==> config.mk <==
export PLATFORM = sky130hd
export DESIGN_NAME = writeback_release_tracker
export DESIGN_NICKNAME = d
export VERILOG_FILES = /design/src/rtl/writeback_release_tracker_pkg.sv /design/src/rtl/writeback_release_tracker.sv
export SDC_FILE = /design/constraint.sdc
export NUM_CORES = 1
export LEC_CHECK = 0
export CELL_PAD_IN_SITES_DETAIL_PLACEMENT = 1
export CELL_PAD_IN_SITES_GLOBAL_PLACEMENT = 1
export CORE_ASPECT_RATIO = 0.5
export CORE_UTILIZATION = 41
export CTS_BUF_LIST = sky130_fd_sc_hd__clkbuf_8
export CTS_CLUSTER_SIZE = 40
export DETAILED_ROUTE_END_ITERATION = 12
export PLACE_DENSITY_LB_ADDON = 0.1
export REMOVE_ABC_BUFFERS = 1
export SLEW_MARGIN = 20
export SYNTH_ARGS = -nofsm -noshare
export SYNTH_HDL_FRONTEND = slang
export SYNTH_SLANG_ARGS = --single-unit
==> constraint.sdc <==
create_clock -name clk -period 4.3 [get_ports clk]
set_clock_uncertainty 0.15 [all_clocks]
set_input_delay 1.29 -clock clk [delete_from_list [all_inputs] [get_ports clk]]
set_output_delay 1.29 -clock clk [all_outputs]
set_load 0.1 [all_outputs]
==> src/rtl/writeback_release_tracker_pkg.sv <==
// Shared FU codes, default sizing and entry layout for the writeback release tracker.
package writeback_release_tracker_pkg;

  typedef enum logic [1:0] {
    FU_ALU  = 2'd0,
    FU_LOAD = 2'd1,
    FU_AES  = 2'd2,
    FU_RSVD = 2'd3
  } fu_e;

  typedef enum logic [1:0] {
    SB_NOP    = 2'd0,
    SB_ALLOC  = 2'd1,
    SB_RETIRE = 2'd2,
    SB_FLUSH  = 2'd3
  } sb_op_e;

  localparam int WRT_DEPTH    = 4;
  localparam int WRT_ALU_LAT  = 2;
  localparam int WRT_SPEC_WIN = 2;
  localparam int TIMER_W      = 4;
  localparam int AGE_W        = 4;

  typedef struct packed {
    logic               valid;
    logic [4:0]         rd;
    fu_e                fu;
    logic               done;
    logic [TIMER_W-1:0] timer;
    logic [AGE_W-1:0]   age;
  } entry_t;

endpackage

==> src/rtl/writeback_release_tracker.sv <==
// In-order tracker of register-writing instructions: busy bits while in flight,
// one registered writeback pulse per cycle from the head, kill drops the speculative tail.
module writeback_release_tracker
  import writeback_release_tracker_pkg::*;
#(
  parameter int DEPTH    = WRT_DEPTH,
  parameter int ALU_LAT  = WRT_ALU_LAT,
  parameter int SPEC_WIN = WRT_SPEC_WIN
) (
  input  logic        clk,
  input  logic        rst,
  input  logic        issue_valid,
  input  logic [4:0]  issue_rd,
  input  logic [1:0]  issue_fu,
  output logic        issue_ready,
  input  logic        kill,
  input  logic        mem_ack,
  input  logic        aes_done,
  output logic [31:0] busy_vec,
  output logic        wb_valid,
  output logic [4:0]  wb_rd,
  output logic [2:0]  count
);

  localparam int         PW      = (DEPTH > 1) ? $clog2(DEPTH) : 1;
  localparam logic [2:0] DEPTH_C = 3'(DEPTH);

  entry_t          r_ent [DEPTH];
  logic [PW-1:0]   r_head;
  logic [PW-1:0]   r_tail;
  logic [2:0]      r_count;
  logic            r_wb_valid;
  logic [4:0]      r_wb_rd;

  logic            w_ld_hit;
  logic [PW-1:0]   w_ld_idx;
  logic            w_aes_hit;
  logic [PW-1:0]   w_aes_idx;
  logic [2:0]      w_nspec;
  logic [31:0]     w_busy;
  logic            w_accept;
  logic            w_head_spec;
  logic            w_retire;
  logic [PW-1:0]   w_head_nxt;
  logic [PW-1:0]   w_tail_inc;
  logic [PW-1:0]   w_tail_kill;
  logic [2:0]      w_count_nxt;

  // Oldest-first search from the head; under kill only non-speculative entries may complete.
  always_comb begin
    logic [PW-1:0] k;
    logic          elig;
    k         = '0;
    elig      = 1'b0;
    w_ld_hit  = 1'b0;
    w_ld_idx  = '0;
    w_aes_hit = 1'b0;
    w_aes_idx = '0;
    w_nspec   = '0;
    w_busy    = '0;
    for (int i = 0; i < DEPTH; i++) begin
      k    = PW'((int'(r_head) + i) % DEPTH);
      elig = r_ent[k].valid && !r_ent[k].done && !(kill && (r_ent[k].age != '0));
      if (!w_ld_hit && elig && (r_ent[k].fu == FU_LOAD)) begin
        w_ld_hit = 1'b1;
        w_ld_idx = k;
      end
      if (!w_aes_hit && elig && (r_ent[k].fu == FU_AES)) begin
        w_aes_hit = 1'b1;
        w_aes_idx = k;
      end
    end
    for (int i = 0; i < DEPTH; i++) begin
      if (r_ent[i].valid) begin
        w_busy[r_ent[i].rd] = 1'b1;
        if (r_ent[i].age != '0) w_nspec = w_nspec + 3'd1;
      end
    end
  end

  assign issue_ready = (r_count < DEPTH_C);
  assign w_accept    = issue_valid && issue_ready && !kill &&
                       (issue_rd != 5'd0) && (issue_fu != FU_RSVD);
  assign w_head_spec = (r_ent[r_head].age != '0);
  // A speculative head that is killed must not also write back.
  assign w_retire    = r_ent[r_head].valid && r_ent[r_head].done && !(kill && w_head_spec);
  assign w_head_nxt  = (r_head == PW'(DEPTH - 1)) ? '0 : r_head + 1'b1;
  assign w_tail_inc  = (r_tail == PW'(DEPTH - 1)) ? '0 : r_tail + 1'b1;
  assign w_tail_kill = PW'((int'(r_tail) + DEPTH - int'(w_nspec)) % DEPTH);
  assign w_count_nxt = r_count + {2'b00, w_accept} - {2'b00, w_retire} -
                       (kill ? w_nspec : 3'd0);

  always_ff @(posedge clk or posedge rst) begin
    if (rst) begin
      for (int i = 0; i < DEPTH; i++) r_ent[i] <= '0;
      r_head     <= '0;
      r_tail     <= '0;
      r_count    <= '0;
      r_wb_valid <= 1'b0;
      r_wb_rd    <= '0;
    end else begin
      r_wb_valid <= 1'b0;
      r_wb_rd    <= '0;
      for (int i = 0; i < DEPTH; i++) begin
        if (r_ent[i].valid) begin
          if (r_ent[i].age != '0) r_ent[i].age <= r_ent[i].age - 1'b1;
          if ((r_ent[i].fu == FU_ALU) && !r_ent[i].done) begin
            if (r_ent[i].timer <= TIMER_W'(1)) begin
              r_ent[i].timer <= '0;
              r_ent[i].done  <= 1'b1;
            end else begin
              r_ent[i].timer <= r_ent[i].timer - 1'b1;
            end
          end
        end
      end
      if (mem_ack && w_ld_hit)   r_ent[w_ld_idx].done  <= 1'b1;
      if (aes_done && w_aes_hit) r_ent[w_aes_idx].done <= 1'b1;
      if (w_retire) begin
        r_ent[r_head].valid <= 1'b0;
        r_wb_valid          <= 1'b1;
        r_wb_rd             <= r_ent[r_head].rd;
        r_head              <= w_head_nxt;
      end
      if (kill) begin
        for (int i = 0; i < DEPTH; i++) begin
          if (r_ent[i].valid && (r_ent[i].age != '0)) r_ent[i].valid <= 1'b0;
        end
        r_tail <= w_tail_kill;
      end else if (w_accept) begin
        r_ent[r_tail].valid <= 1'b1;
        r_ent[r_tail].rd    <= issue_rd;
        r_ent[r_tail].fu    <= fu_e'(issue_fu);
        r_ent[r_tail].done  <= (fu_e'(issue_fu) == FU_ALU) && (ALU_LAT == 0);
        r_ent[r_tail].timer <= TIMER_W'(ALU_LAT);
        r_ent[r_tail].age   <= AGE_W'(SPEC_WIN);
        r_tail              <= w_tail_inc;
      end
      r_count <= w_count_nxt;
    end
  end

  assign busy_vec = w_busy;
  assign wb_valid = r_wb_valid;
  assign wb_rd    = r_wb_rd;
  assign count    = r_count;

endmodule
==> results by group <==
Route
  – Vias: 5546
  – Post-DR wirelength/cell: 20.7 um
  – Initial DRC count: ~480
  – First drt pass iteration count: 5
  – DRC viols: 0
  – Final WL: around 19000 um
  – Drt via density: roughly 6
  – Post-DRT Antenna Nets: 0

Yosys
  – Mapped Area: about 0.0059 sq mm
  – Synthesized instance count: approximately 680
  – Count of different cell masters after synthesis: 63
  – Main area contributors after synthesis: dfrtp_1, nand2_1, mux4_2
  – Area fraction of the dominant cell type after synthesis: 34.2%
  – Most frequent cells after synthesis: nand2_1, dfrtp_1, nor2_1
  – YS warnings: 0
  – Sequential fraction of the synthesis area: approximately 34%
  – Top FF cell, synth: dfrtp_1
  – Post-synth EDFFs: 0
  – Ys async rst share: between 90% and 100%
  – Top cell type by total area after synthesis: dfrtp_1
  – Most frequent cell after synthesis: nand2_1
  – Flops & latches, synth: 81
  – Syn_area_per_cell: ~8.7 sq um

Timing
  – Max Freq: ~240 MHz
  – Slew HR: between 30% and 40%
  – Least-Margin Pin Slew: slightly below 1 ns
  – Final hold vios: 0
  – Final WS setup: 0.186 ns
  – Tcrit/Tclk final: between 90% and 100%
  – WHS: 0.397 ns
  – # setup viols final: 0
  – Tmin final: 4.11 ns
  – Max-slew violation count: 0

Place
  – Post-place setup slack: around 0.027 ns
  – Placer Congestion: just under 0.9
  – Placed cell area: 0.00662 sq mm
  – Port-buffer cells: 54
  – Final HPWL DP: around 14000 um

Floorplanning
  – I/O Pins: between 50 and 60
  – Die Wd: 172 um
  – Die Area: roughly 0.015 sq mm
  – Core area: around 0.014 sq mm
  – Starting Density: 42.9%
  – Row Count: 30
  – Die Y: slightly below 90 um

Global route
  – First-pass GRT wire length: ~30000 um
  – Met3 Track Usage GR: ~4.1%
  – Largest net degree at the start of global routing: 44
  – Met2 global-route usage: 45.0%
  – Vias in the first global route: approximately 5500
  – GR Util met1: a little over a third
  – Gr usage total: a little over a quarter
  – Grt ovf: 0
  – Initial antenna violation count: 0
  – GRT Max-Usage Layer: met2

Finish
  – Register Area: just over 0.002 sq mm
  – N_diodes: 0
  – Fillers: 1690
  – Final nets: between 700 and 800
  – Finished Cell Area: 0.00690 sq mm
  – Fin util: between 40% and 50%
  – Layout cells sized above 1: between 10% and 20%
  – Multi-input combinational cell area: around 0.0036 sq mm
  – Layout area overhead: 16.4%

Clock tree
  – Clk buf depth: 2
  – CTS sink count: 81
  – CTS tree: built
  – Root buf cell: clkbuf_8
  – Clk_lat worst skew: between 0.3 and 0.4 ns
  – H-tree levels: 3
  – Reg clk slew, reported paths: around 0.090 ns
  – CTS buffer count: 9

Critical path
  – CP Max Fanout: 4
  – Worst path arrival time: 4.25 ns
  – Startpoint types: flop
  – Crit path top cell by count: ha_1
  – Critical Path Max Stage Delay: between 0.5 and 0.6 ns
  – CP Cell Sequence: inv_2, ha_4, nand2_1, nand2_2, inv_1, ha_1, nand2_1, o21ai_2, ha_1, mux2_2, ha_1, mux2_2, and2_1, fa_1, inv_1, ha_1, xnor2_2, xnor2_1, xnor2_1
  – Crit path max-delay family: adder cells
  – Crit Path Category: flop to flop
  – Crit path buffers/inverters: 3
  – Required @ worst endpoint: 4.44 ns
  – Worst setup EP type: flop
  – Slowest CP cell: fa_1

Pwr
  – Max VDD drop: 0.233 mV
  – Total chip power: between 5 and 6 mW
  – LEAKAGE: ~3 nW
  – PD cells: ~750 mW/mm^2

Flow run
  – Max-cap violation count: 0

Outcome
  – Outcome: completed

Min path
  – Worst hold-check path type: flop to flop
-- flip-flops by register name (all words and copies together) (netlist names) --
signal / count
wb_rd: 5
r_head: 2
wb_valid: 1
r_tail: 2
r_ent: 68
count: 3
-- worst register-to-register path: cells and delay by family (launching register included) --
kind                       cells  cell delay [ns]
adders and majority gates      6             1.71
muxes                          2             0.55
xor gates and xnor gates       3             0.47
and+or+nand+nor                4             0.43
DFF                            1             0.42
buffers and inverters          3             0.23
AOI/OAI and AO/OA              1             0.07
-- layer usage --
layer	wire, um	vias up
li1	-	2573
met1	8970	2801
met2	8980	149
met3	840	23
met4	240	0
met5	0	-
-- layout make-up --
class	count	share of cell area, %
Clock buffer	9	1.80
Clock inverter	7	1.61
Inverter	35	1.92
Multi-Input combinational cell	522	52.6
Sequential cell	81	29.4
Tap cell	192	3.48
Timing Repair Buffer	74	9.18
-- cell usage in the layout, fill, tap and decap left out, types with 3 or more instances in the layout --
master / netlist / routed
nand2_1: 121 / 120
dfrtp_1: 81 / 81
buf_4: 1 / 51
nor2_1: 44 / 44
a21oi_1: 39 / 39
inv_1: 33 / 32
ha_1: 26 / 25
nor3_1: 24 / 24
o21ai_0: 25 / 24
clkdlybuf4s50_1: 0 / 21
mux4_2: 18 / 18
o22ai_1: 17 / 17
a221o_1: 17 / 17
and2_1: 15 / 15
nand3b_1: 13 / 13
nand3_1: 11 / 11
nor3b_1: 11 / 11
o211ai_1: 11 / 11
a22oi_1: 11 / 11
o221ai_1: 11 / 11
xnor2_1: 11 / 10
clkbuf_8: 0 / 9
or3_1: 8 / 8
or3b_2: 6 / 6
nand2b_1: 6 / 6
or4_1: 6 / 6
nand4b_1: 6 / 6
and3b_1: 6 / 6
and3_1: 5 / 5
a31oi_1: 5 / 5
inv_2: 2 / 4
mux2i_1: 4 / 4
o311ai_0: 4 / 4
or4_4: 3 / 3
a211oi_2: 3 / 3
bufinv_16: 0 / 3
-- what timing repair did --
item                                    in CTS  in global routing
resized for setup                            0                  8
hold buffers                                 0                  0
endpoints found under the setup margin       0                  1
buffers inserted                             0                  2
-- cells by family (layout without fill, tap and decap cells) --
family | count (synthesis) | in the layout | share of synthesized area, %
and+or+nand+nor | 297 | 297 | 25.9
AOI/OAI and AO/OA | 159 | 159 | 18.4
DFF | 81 | 81 | 34.2
buffers and inverters | 75 | 125 | 5.01
adders and majority gates | 28 | 28 | 6.17
muxes | 26 | 26 | 8.60
xor gates and xnor gates | 12 | 12 | 1.77
-- through the flow --
step                std cells   TNS, ns
floorplan                 638         0
global placement          902         0
detailed placement        902         0
CTS                       918         0
global route              920  -0.00488
finish                    920         0
-- worst paths after layout --
| check | depth (start not counted) | endpoint | slack (ns) | start |
|---|---|---|---|---|
| max in group asynchronous | 3 | r_ent[42] | 2.13 | rst |
| worst max-delay path | 19 | count[2] | 0.19 | r_ent[51] |
| worst max register to register | 19 | count[2] | 0.19 | r_ent[51] |
| worst min-delay path | 2 | r_ent[39] | 0.40 | r_ent[39] |
| worst min register to register | 2 | r_ent[39] | 0.40 | r_ent[39] |
| min in group asynchronous | 2 | r_ent[66] | 1.19 | rst |
-- where the power goes --
part	leakage (nW)	switching, mW	internal, mW
logic	1.79	1.75	1.09
clock network	0.126	0.305	0.382
registers	1.02	0.560	1.09
total	2.94	2.61	2.57
No activity file was read; power rests on OpenSTA's default activity.
